`src/rtl/param_counter_pkg.sv`:
```
// ============================================================================
// param_counter_pkg : shared types, constants and helpers for param_counter
// Revision 1.0
// ============================================================================
`default_nettype none

package param_counter_pkg;

  typedef enum logic {DIR_DOWN = 1'b0, DIR_UP = 1'b1} dir_t;

  localparam int TC_CNT_W = 16;

  function automatic logic [63:0] clamp_load(input logic [63:0] value,
                                             input logic [63:0] max_val);
    return (value > max_val) ? max_val : value;
  endfunction

endpackage

`default_nettype wire

```
`src/rtl/param_counter_next.sv`:
```
// ============================================================================
// param_counter_next : combinational next-count and terminal-count calculator
// Revision 1.0
// ============================================================================
`default_nettype none

module param_counter_next #(
  parameter int              WIDTH    = 8,
  parameter longint unsigned MAX_VAL  = (64'd1 << WIDTH) - 64'd1,
  parameter longint unsigned STEP     = 1,
  parameter int              SATURATE = 0
) (
  input  logic [WIDTH-1:0] cur,
  input  logic             up,
  output logic [WIDTH-1:0] nxt,
  output logic             tc
);

  // One extra bit keeps MAX_VAL+1 and the up-sum representable.
  localparam logic [WIDTH:0] MAX_EXT  = MAX_VAL[WIDTH:0];
  localparam logic [WIDTH:0] STEP_EXT = STEP[WIDTH:0];
  localparam logic [WIDTH:0] MOD_EXT  = MAX_EXT + 1'b1;

  logic [WIDTH:0] cur_ext;
  logic [WIDTH:0] sum;

  always_comb begin
    cur_ext = {1'b0, cur};
    sum     = cur_ext + STEP_EXT;
    nxt     = cur;
    tc      = 1'b0;
    if (up) begin
      if (sum <= MAX_EXT) begin
        nxt = WIDTH'(sum);
      end else begin
        tc = 1'b1;
        if (SATURATE != 0) nxt = WIDTH'(MAX_EXT);
        else               nxt = WIDTH'(sum - MOD_EXT);
      end
    end else begin
      if (cur_ext >= STEP_EXT) begin
        nxt = WIDTH'(cur_ext - STEP_EXT);
      end else begin
        tc = 1'b1;
        if (SATURATE != 0) nxt = '0;
        else               nxt = WIDTH'(cur_ext + (MOD_EXT - STEP_EXT));
      end
    end
  end

endmodule

`default_nettype wire

```
`src/rtl/param_counter.sv`:
```
// ============================================================================
// param_counter : parametrised up/down counter with clear, load and tc flag.
// Optional o_tc_cnt statistics output enabled by PARAM_COUNTER_WRAP_CNT_EN.
// Revision 1.0
// ============================================================================
`default_nettype none

module param_counter
  import param_counter_pkg::*;
#(
  parameter int              WIDTH    = 8,
  parameter longint unsigned MAX_VAL  = (64'd1 << WIDTH) - 64'd1,
  parameter longint unsigned STEP     = 1,
  parameter longint unsigned INIT_VAL = 0,
  parameter int              SATURATE = 0
) (
  input  logic                i_clk,
  input  logic                i_rst_n,
  input  logic                i_dv,
  input  logic                i_up,
  input  logic                i_clr,
  input  logic                i_load,
  input  logic [WIDTH-1:0]    i_load_val,
  output logic [WIDTH-1:0]    o_data,
  output logic                o_dv,
  output logic                o_tc
`ifdef PARAM_COUNTER_WRAP_CNT_EN
  ,
  output logic [TC_CNT_W-1:0] o_tc_cnt
`endif
);

  dir_t             dir;
  logic [WIDTH-1:0] step_val;
  logic             step_tc;
  logic [WIDTH-1:0] load_clamped;

  assign dir          = dir_t'(i_up);
  assign load_clamped = WIDTH'(clamp_load(64'(i_load_val), 64'(MAX_VAL)));

  param_counter_next #(
    .WIDTH    (WIDTH),
    .MAX_VAL  (MAX_VAL),
    .STEP     (STEP),
    .SATURATE (SATURATE)
  ) u_next (
    .cur (o_data),
    .up  (dir == DIR_UP),
    .nxt (step_val),
    .tc  (step_tc)
  );

  // Priority: clear > load > step > hold.
  always_ff @(posedge i_clk or negedge i_rst_n) begin
    if (!i_rst_n) begin
      o_data <= INIT_VAL[WIDTH-1:0];
      o_dv   <= 1'b0;
      o_tc   <= 1'b0;
    end else if (i_clr) begin
      o_data <= '0;
      o_dv   <= 1'b0;
      o_tc   <= 1'b0;
    end else if (i_load) begin
      o_data <= load_clamped;
      o_dv   <= 1'b1;
      o_tc   <= 1'b0;
    end else if (i_dv) begin
      o_data <= step_val;
      o_dv   <= 1'b1;
      o_tc   <= step_tc;
    end else begin
      o_dv   <= 1'b0;
      o_tc   <= 1'b0;
    end
  end

`ifdef PARAM_COUNTER_WRAP_CNT_EN
  // Advances on the same edge that raises o_tc; sticks at all-ones.
  always_ff @(posedge i_clk or negedge i_rst_n) begin
    if (!i_rst_n) begin
      o_tc_cnt <= '0;
    end else if (i_clr) begin
      o_tc_cnt <= '0;
    end else if (!i_load && i_dv && step_tc && (o_tc_cnt != {TC_CNT_W{1'b1}})) begin
      o_tc_cnt <= o_tc_cnt + {{(TC_CNT_W-1){1'b0}}, 1'b1};
    end
  end
`endif

endmodule

`default_nettype wire
```
`config.mk`:
```
export PLATFORM = sky130hd
export DESIGN_NAME = param_counter
export DESIGN_NICKNAME = d
export VERILOG_FILES = /design/src/rtl/param_counter_pkg.sv /design/src/rtl/param_counter_next.sv /design/src/rtl/param_counter.sv
export SDC_FILE = /design/constraint.sdc
export NUM_CORES = 1
export LEC_CHECK = 0
export ABC_AREA = 0
export BUFFER_PORTS_ARGS = -buffer_cell sky130_fd_sc_hd__buf_4
export CORE_MARGIN = 2
export CORE_UTILIZATION = 46
export DETAILED_ROUTE_END_ITERATION = 8
export PLACE_DENSITY = 0.72
export SLEW_MARGIN = 5
export SYNTH_ARGS = -nofsm -noshare
export SYNTH_HDL_FRONTEND = slang
export SYNTH_SLANG_ARGS = --single-unit
```
`constraint.sdc`:
```
create_clock -name i_clk -period 2.62 [get_ports i_clk]
set_clock_uncertainty 0.1 [all_clocks]
set_input_delay 0.262 -clock i_clk [delete_from_list [all_inputs] [get_ports i_clk]]
set_output_delay 0.262 -clock i_clk [all_outputs]
set_load 0.02 [all_outputs]
```
[Yosys cells after proc, flatten, opt, wreduce, memory -nomap -nowiden]
Cells that the tools add are included.
Word-level totals
  output and inout port bits: 10
  memory bits (read-only): 0
  bits in registers: 10
  input bits: 14
  RAM bits: 0
  word-level logic and storage cells: 25
  latch bits: 0
  memories kept: 0
Cells by class
  multiply operators: 0
  eq/ne operators: 0
  div/mod/pow operators: 0
  $lt $le $gt $ge: 2
  add/subtract/negate cells: 4
  reduce and logical (&&, ||, !) cells: 1
  muxes and demuxes: 15
  shift operators: 0
  bitwise logic cells: 0
Operator list (number)
  8-bit 2-to-1 mux: 6
  8-bit by 1-bit subtractor with 8-bit output, second input constant: 2
  8-bit by 1-bit adder with 9-bit output, second input constant: 1
  9-bit by 8-bit less-or-equal comparator with 1-bit output, second input constant: 1
  1-bit 2-to-1 mux: 9
  8-bit adder, second input constant: 1
  8-bit by 1-bit >= comparator with 1-bit output, second input constant: 1
  3-bit nonzero test: 1

[Depth between registers and ports, before layout]
Gate-level depths: netlist of the first run.
  depth after elaboration: 7
  mapped depth: 7
  gate-level depth less buffers: 7

[By module]
From an unflattened synthesis of the first run, not the netlist that was laid out.
Unflattened totals
  cell total of the unflattened synthesis: 83
  area total of the unflattened synthesis: 777.0 sq um
By module, submodules not included
  param_counter: seq. area each 250.2 sq um, area an instance 479.2 sq um, cells an instance 42, times used 1
  param_counter_next: seq. area each 0.0 sq um, area an instance 297.8 sq um, cells an instance 41, times used 1

[Least setup slack after synthesis of the first run]
No wires, ideal clock.
  path type: reg-to-reg
  from: register o_data[2]
  to: register o_data[5]
  period minus slack after synthesis: 1.964 ns
  arrival: 1.777 ns
  required time: 2.433 ns
  stages on the path, launching flop included: 7
  buffers on the path: 1
  slack: 0.656 ns
  library setup time: 0.087 ns
  cell sequence: dfrtp_1 -> buf_6 -> or4_4 -> o32ai_2 -> nand2_1 -> xor2_1 -> a211oi_2
Between the ends
  longest elaborated chain between the ends: 7
  elaborated cells on any way between the ends: 12
  classes of those cells: add/sub: 4; order compare: 2; mux: 6
Ends and longest elaborated chain
  start: declaration: RTL line param_counter.sv:24  | output logic [WIDTH-1:0] o_data,
  start signal: assignment: RTL line param_counter.sv:56  | o_data <= INIT_VAL[WIDTH-1:0];
  start signal: assignment: RTL line param_counter.sv:64  | o_data <= load_clamped;
  start signal: assignment: RTL line param_counter.sv:68  | o_data <= step_val;
  8-bit by 1-bit adder with 9-bit output: RTL line param_counter_next.sv:29  | sum = cur_ext + STEP_EXT;
  8-bit by 1-bit subtractor with 8-bit output / 9-bit by 8-bit less-or-equal comparator with 1-bit output (equally long branches): RTL line param_counter_next.sv:38, param_counter_next.sv:33
  8-bit 2-to-1 mux: RTL line param_counter_next.sv:33  | if (sum <= MAX_EXT) begin
  8-bit 2-to-1 mux (*): RTL line param_counter_next.sv:32  | if (up) begin
  8-bit 2-to-1 mux (*): RTL line param_counter.sv:67  | end else if (i_dv) begin
  8-bit 2-to-1 mux (*): RTL line param_counter.sv:63  | end else if (i_load) begin
  8-bit 2-to-1 mux (*): RTL line param_counter.sv:59  | end else if (i_clr) begin
Mark *: on every way between the ends. The rest lies on a longest branch, timed or not. The select of a mux whose other input is x is not followed.
A chain may end at the register's enable or synchronous reset.

[Worst setup path in the final report of the first run]
  from: register o_data[2]
  to: register o_data[6]
The elaborated chain is that of the path after synthesis.

==> results.cfg, run 1 <==
[synth]
syn_nets = 116
syn_avg_cell_area_um2 = 8.26
synth-seq-cells = 10
yosysWarnings = 0
ys_seq_area_share_pct = 30.9
synth_cells = 98
syn_area_um2 = 810
synthDistinctLibCells = 34

[worst_setup_path]
reg2reg_from = o_data[2]
critPathLaunchType = register
worstSetupPathType = reg -> reg
r2r-end = o_data[6]
crit_fanout = 10
ff2ff_path_depth = 5
end_kind = register
critical_path.max_stage_delay_ns = 0.60
cp.arrival_ns = 2.02
crit_required_ns = 2.71
crit_chain = or4_4 > nor3b_2 > o21ai_1 > xor2_1 > a211oi_2
rrSetupSlack_ns = 0.69
slowest_stage = or4_4

[routing]
ant_nets = 0
wirelength_um = 1920
drc_errors = 0
drtIter0Drc = 16
wire_per_inst_um = 14.1
routed_via_density = 5.55
drt_pass1_iterations = 4
vias = 755

[cts]
clockBufferDepth = 2
root_buffer = clkbuf_4
clock_latency_ns = 0.27
post_cts_resize_count = 0
cts_made_buffers = 3
cts.reportedPaths.clkPinSlew_ns = 0.06
cts.sinks = 10
htree_num_levels = 1
cts_hold_buf = 1
tritoncts = yes
cts_setup_buffers = 0

[timing]
fin_ws_ns = 0.688
slew_viol_final = 0
setup_viol_count_final = 0
setup_tns_ns = 0
hold_viol = 0
fin_crit_ns = 1.93
worst_pin_slew_ns = 0.374
rsz0062_at_grt = no
relSlewSlack_pct = 75.0
fin_crit_sh_pct = 73.7
fmax_mhz = 518

[finish]
most-common-layout-cells = buf_4 (23), nand2_1 (18), dfrtp_1 (10)
stdcell_area_um2 = 1010
layout-drive-gt1-share_pct = 27.7
fin_util_pct = 59.9
syn_to_final_growth_pct = 24.9
n_antenna_cell = 0
nNetsFinal = 138
layout_commonest_cell = buf_4

[die]
rows = 15
die-height_um = 46.0
ios = 24
core_um2 = 1690
die-area_um2 = 2110
initial_core_util_pct = 47.9
die_w_um = 46.0

[global_route]
grt_usage_pct = 19.4
grt_max_degree = 13
grt_pass1_vias = 645
antenna_found_initial = 0
gr-total-overflow = 0
grt_pass1_wl_um = 2930

[worst_hold_path]
worstHoldPathCells = 3
worstHoldPathType = in -> reg
min_from = i_load_val[1]
min_to = o_data[1]

[placed_design]
place_hpwl_um = 1340
place_congestion = 0.838
port_buffers = 23
place_ws_ns = 0.702
placed_cell_area_um2 = 965

[power_and_ir_drop]
ir_worst_vdd_mv = 0.277
power.total_mw = 0.453
power_density_nw_per_um2 = 448
p_leak_nw = 0.445

[outcome]
outcome = finished clean

[job]
cap_violations = 0
cell usage after synthesis (all sizes together):
cell | n | area, um2
nand2 | 18 | 67.6
dfrtp | 10 | 250
nor2 | 9 | 33.8
a21oi | 7 | 35.0
xor2 | 5 | 43.8
a211oi | 4 | 40.0
clkbuf | 4 | 15.0
ha | 4 | 50.1
o21ai | 4 | 20.0
xnor2 | 4 | 35.0
buf | 3 | 23.8
inv | 3 | 11.3
nand4 | 3 | 18.8
nor3b | 3 | 27.5
or4 | 3 | 26.3
nor3 | 2 | 10.0
a21boi | 1 | 7.51
and3 | 1 | 6.26
and3b | 1 | 8.76
and4 | 1 | 8.76
mux2 | 1 | 11.3
nand2b | 1 | 6.26
nand3 | 1 | 5.00
nor4b | 1 | 8.76
o221ai | 1 | 8.76
o31ai | 1 | 7.51
o32ai | 1 | 16.3
or3 | 1 | 6.26
kinds of logic (layout without fill, tap and decap cells):
logic type	count (synthesis)	after routing	share of synthesized area, %
buffers and inverters	10	31	6.18
multiplexers	1	1	1.39
AO/OA/AOI/OAI	19	19	16.7
adder cells (fa/ha/maj)	4	4	6.18
XOR/XNOR	9	9	9.74
AND/OR/NAND/NOR	45	45	28.9
flip-flops	10	10	30.9
layout make-up:
type / count / area (um2)
Clock buffer: 4 / 36.3
Fill cell: 172 / 678
Inverter: 3 / 11.3
Multi-Input combinational cell: 78 / 509
Sequential cell: 10 / 250
Tap cell: 17 / 21.3
Timing Repair Buffer: 24 / 183
stage by stage:
step	hold slack, ns	std cells
2_1_floorplan	-0.134	98
3_3_place_gp	-0.00136	131
3_5_place_dp	0.00402	131
4_1_cts	0.123	136
5_1_grt	0.134	136
6_report	0.136	136
power by group:
group / switching (mW) / internal, mW / total, mW / leakage, nW
combinational: 0.0627 / 0.0619 / 0.125 / 0.293
clock: 0.0546 / 0.0845 / 0.139 / 0.0210
sequential: 0.0247 / 0.165 / 0.189 / 0.131
critical path, delay by kind of cell (launching register included):
kind	cells	cell delay (ns)
AOI/OAI and AO/OA	2	0.31
xor gates and xnor gates	1	0.15
and+or+nand+nor	2	0.80
DFF	1	0.49
metal layers:
layer  wire length, um  track usage (%)
met5                 0                0
met4                 9             3.43
met3               117             7.14
met2               938             31.7
met1               853             24.5
state kept, by name, summed over array words and instances (netlist names):
signal / flops
o_data: 8
o_dv: 1
o_tc: 1
worst max-delay path by stage:
stage | start | end | slack, ns | cells past startpoint
after floorplan | o_data[2] | o_data[5] | 0.66 | 6
after global placement | o_data[2] | o_data[5] | 0.76 | 5
after global routing | o_data[2] | o_data[6] | 0.61 | 5
final | o_data[2] | o_data[6] | 0.69 | 5
after detailed placement | o_data[2] | o_data[6] | 0.70 | 5
after CTS | o_data[2] | o_data[6] | 0.67 | 5
Note: power is estimated with default switching activity, not from simulation.
==> run 2: changes to the inputs <==
==> constraint.sdc (replaced) <==
create_clock -name i_clk -period 1.9 [get_ports i_clk]
set_clock_uncertainty 0.1 [all_clocks]
set_input_delay 0.19 -clock i_clk [delete_from_list [all_inputs] [get_ports i_clk]]
set_output_delay 0.19 -clock i_clk [all_outputs]
set_load 0.02 [all_outputs]
==> run 2 against run 1 <==
Critical path type unchanged; highest routed layer is now met3; first-iteration DRC count is 38% lower; power is 32% higher; largest power group unchanged; clock power is 3% higher.
==> results.cfg, run 2 (same netlist as run 1, synthesis figures left out) <==
[worst_setup_path]
end_kind = register
critical_path.max_stage_delay_ns = 0.57
crit_chain = or4_4 > o32ai_2 > nand2_1 > xor2_1 > a211oi_2
crit_required_ns = 1.97
worstSetupStartpoint = o_data[3]
worstSetupPathType = reg -> reg
critPathLaunchType = register
reg2reg_from = o_data[3]
slowest_stage = or4_4
cp.arrival_ns = 1.92
crit_fanout = 3

[placed_design]
port_buffers = 23
place_congestion = 0.818
place_hpwl_um = 1510
dp.cells = 136

[cts]
clock_latency_ns = 0.26
cts_made_buffers = 3
cts.reportedPaths.clkPinSlew_ns = 0.06
root_buffer = clkbuf_4
cts.sinks = 10
htree_num_levels = 1
tritoncts = yes
clockBufferDepth = 2

[routing]
drc_errors = 0
drt_pass1_iterations = 4
wirelength_um = 1970
drtIter0Drc = 10
vias = 772
ant_nets = 0
wire_per_inst_um = 14.1
routed_via_density = 5.51

[finish]
layout-drive-gt1-share_pct = 34.1
syn_to_final_growth_pct = 30.0
nFillCells = 151
nNetsFinal = 143
reg_top3 = o_data (8), o_dv (1), o_tc (1)
n_antenna_cell = 0
layout_commonest_cell = buf_4
multi_input_area_um2 = 522
registers.top_by_ff_count = o_data
seqCellArea_um2 = 255
largest_register_ffs = 8
most-common-layout-cells = buf_4 (28), nand2_1 (18), nor2_1 (9)
final_cells = 140

[timing]
hold_viol = 0
fin_crit_sh_pct = 97.3
setup_viol_count_final = 0
slew_viol_final = 0
fin_crit_ns = 1.85
rsz0062_at_grt = yes
fmax_mhz = 541
hold_ws_ns = 0.0719
relSlewSlack_pct = 82.8
worst_pin_slew_ns = 0.258

[worst_hold_path]
min_from = i_clr
worstHoldPathType = in -> reg

[power_and_ir_drop]
power.total_mw = 0.598
p_leak_nw = 0.462
power_density_nw_per_um2 = 568
ir_worst_vdd_mv = 0.418

[global_route]
antenna_found_initial = 0
gr-total-overflow = 0
grt_max_degree = 13
grt_usage_pct = 21.4
grt_pass1_vias = 718
grt_pass1_wl_um = 3260

[die]
initial_core_util_pct = 47.9
die_w_um = 46.0
rows = 15
core_um2 = 1690
ios = 24
die-area_um2 = 2110
die-height_um = 46.0

[job]
cap_violations = 0

[outcome]
outcome = finished clean
-- run 2: changes by cell type in the layout (fill, tap and decap cells not counted) --
cell	previous run	this run
buf_4	23	28
dfrtp_1	10	6
dfrtp_2	0	4
clkbuf_8	1	0
nor3b_2	1	0
nor3b_4	0	1
nor4b_1	1	0
nor4b_2	0	1
-- run 2: worst max-delay path, delay by kind of cell (launching register included) --
family | cells | cell delay, ns
simple gates | 2 | 0.67
compound gates | 2 | 0.42
flops | 1 | 0.40
xor+xnor | 1 | 0.16
-- run 2: cell type report --
cell class,instances,share of cell area [%]
multi-input cells,78,49.6
repair buffers,29,20.9
inverters,3,1.07
clock buffers,3,2.14
flip-flops and latches,10,24.3
well taps,17,2.02
-- run 2: through the flow --
step | utilization [%] | setup WS, ns | area, um2 | TNS (ns)
6_report | 62.3 | 0.0511 | 1050 | 0
5_1_grt | 62.3 | -0.00696 | 1050 | -0.00696
2_1_floorplan | - | -0.0254 | 816 | -0.0320
4_1_cts | 61.4 | 0.0535 | 1040 | 0
3_3_place_gp | 59.5 | 0.115 | 1000 | 0
3_5_place_dp | 59.5 | 0.0818 | 1000 | 0
-- run 2: timing repair --
item	4_1_cts	5_1_grt
hold endpoints to repair	10	0
setup endpoints to repair	0	4
hold buffers	1	0
resized for setup	0	4
buffers inserted	0	0
-- run 2: final timing paths --
kind / slack [ns] / cells after the start / endpoint
setup reg to reg: 0.05 / 5 / o_data[5]
hold / removal: 0.07 / 2 / o_data[3]
hold reg to reg: 0.62 / 3 / o_data[0]
min in group asynchronous: 0.20 / 2 / o_data[0]
setup / recovery: 0.05 / 5 / o_data[5]
max in group asynchronous: 1.34 / 2 / o_data[2]
-- run 2: layer usage --
| metal | vias to the layer above | track usage (%) | part of all wire [%] | wire (um) |
|---|---|---|---|---|
| met2 | 19 | 36.1 | 50 | 991 |
| li1 | 394 | - | - | - |
| met5 | - | 0 | 0 | 0 |
| met3 | 0 | 5.95 | 4.9 | 96 |
| met4 | 0 | 3.43 | 0 | 0 |
| met1 | 359 | 27.4 | 45 | 887 |
-- run 2: where the power goes --
part           switching, mW  internal (mW)  total, mW
clock network         0.0702         0.0731      0.143
registers             0.0200          0.228      0.248
logic                  0.107         0.0993      0.206
==> run 3: changes to the inputs <==
--- a/config.mk
+++ b/config.mk
@@ -10,7 +10,7 @@
 export CORE_MARGIN = 2
 export CORE_UTILIZATION = 46
 export DETAILED_ROUTE_END_ITERATION = 8
-export PLACE_DENSITY = 0.72
+export PLACE_DENSITY = 0.84
 export SLEW_MARGIN = 5
 export SYNTH_ARGS = -nofsm -noshare
 export SYNTH_HDL_FRONTEND = slang
==> run 3 against run 2 <==
Power up 8.5%; sequential share of layout area down 0.17 points; hold slack worse by 0.0088 ns; cell area up 0.71%; flip-flop and latch count unchanged; die area unchanged; clock-buffer cell count up 1; critical endpoint unchanged; largest power group unchanged; highest routed layer is now met4.
==> results.cfg, run 3 (same netlist as run 1, synthesis figures left out) <==
[outcome]
outcome = finished clean

[timing]
fmax_mhz = 538
fin_crit_sh_pct = 97.8
rsz0062_at_grt = no
slew_viol_final = 0
worst_pin_slew_ns = 0.286
fin_crit_ns = 1.86
setup_viol_count_final = 0
relSlewSlack_pct = 80.7
hold_ws_ns = 0.0631
hold_viol = 0
fin_ws_ns = 0.0415

[global_route]
gr-total-overflow = 0
grt_pass1_wl_um = 3240
antenna_found_initial = 0
grt_util_met1_pct = 26.6
top_usage_layer = met2
grt_max_degree = 13
grt_pass1_vias = 752
met2_usage_pct = 36.9
gr-usage-met3_pct = 5.95
grt_usage_pct = 21.4

[die]
ios = 24
die-height_um = 46.0
die_w_um = 46.0
rows = 15
initial_core_util_pct = 47.9
core_um2 = 1690
die-area_um2 = 2110

[finish]
layout-drive-gt1-share_pct = 33.9
syn_to_final_growth_pct = 30.9
nFillCells = 145
seqCellArea_um2 = 255
multi_input_area_um2 = 515
largest_register_ffs = 8
most-common-layout-cells = buf_4 (28), nand2_1 (18), nor2_1 (9)
nNetsFinal = 143
stdcell_area_um2 = 1060
registers.top_by_ff_count = o_data
n_antenna_cell = 0
layout_commonest_cell = buf_4
reg_top3 = o_data (8), o_dv (1), o_tc (1)

[cts]
htree_num_levels = 1
cts.sinks = 10
root_buffer = clkbuf_4
tritoncts = yes
cts.reportedPaths.clkPinSlew_ns = 0.07
cts_made_buffers = 3
clock_latency_ns = 0.27
clockBufferDepth = 2
cts_setup_buffers = 0

[placed_design]
place_hpwl_um = 1570
place_congestion = 0.866
placed_cell_area_um2 = 1000
port_buffers = 23
place_ws_ns = 0.0905

[job]
cap_violations = 0

[routing]
routed_via_density = 5.94
drc_errors = 0
wirelength_um = 2110
drt_pass1_iterations = 5
vias = 837
ant_nets = 0
wire_per_inst_um = 15.0
drtIter0Drc = 18

[worst_hold_path]
worstHoldPathType = in -> reg
min_from = i_load_val[0]

[worst_setup_path]
worstSetupPathType = reg -> reg
cp.arrival_ns = 1.94
crit_required_ns = 1.98
critical_path.max_stage_delay_ns = 0.58
end_kind = register
cp_top_family = simple AND/OR/NAND/NOR gates
worstSetupStartpoint = o_data[3]
crit_fanout = 3
crit_chain = or4_4 > o32ai_2 > nand2_1 > xor2_1 > a211oi_2
crit_buf_inv = 0
slowest_stage = or4_4
reg2reg_from = o_data[3]
critPathLaunchType = register

[power_and_ir_drop]
power_density_nw_per_um2 = 612
ir_worst_vdd_mv = 0.451
p_leak_nw = 0.467
run 3: cell types whose count changed in the layout (fill, tap and decap cells not counted):
cell      change
clkbuf_8      +1
nor4b_1       +1
nor4b_2       -1
run 3: stage by stage:
step	instances	power [mW]	utilization, %	setup TNS [ns]
after global placement	136	0.443	59.5	0
after floorplan	98	0.374	-	-0.0320
final	141	0.649	62.7	0
after global routing	141	0.682	62.7	0
after detailed placement	136	0.451	59.5	0
after CTS	141	0.649	62.2	0
run 3: what timing repair did:
item / 4_1_cts / 5_1_grt
hold buffers: 1 / 0
resized for setup: 0 / 3
endpoints found under the hold margin: 10 / 0
setup endpoints to repair: 0 / 4
run 3: worst paths after layout:
kind,to,slack [ns],cells past startpoint
setup / recovery,o_data[5],0.04,5
min in group asynchronous,o_data[3],0.18,2
hold / removal,o_data[0],0.06,3
max in group asynchronous,o_data[0],1.37,2
setup reg to reg,o_data[5],0.04,5
hold reg to reg,o_data[4],0.64,4
run 3: layout make-up:
cell class,instances,share of cell area [%]
well taps,17,2.01
multi-input cells,78,48.6
inverters,3,1.06
flip-flops and latches,10,24.1
clock buffers,4,3.42
repair buffers,29,20.8
run 3: power breakdown:
| group | switching (mW) | total, mW | internal [mW] |
|---|---|---|---|
| registers | 0.0217 | 0.250 | 0.228 |
| logic | 0.107 | 0.205 | 0.0980 |
| clock network | 0.0773 | 0.194 | 0.117 |
| total | 0.206 | 0.649 | 0.443 |
run 3: worst reg2reg max path, cell delays in order, from the launching register on:
cell and delay, ns:
dfrtp_2 0.41, or4_4 0.58, o32ai_2 0.21, nand2_1 0.09, xor2_1 0.16, a211oi_2 0.23
run 3: routing by layer:
metal	vias up	routed length (um)
met4	0	36
met3	7	95
met2	33	1080
li1	395	-
met5	-	0
met1	402	906
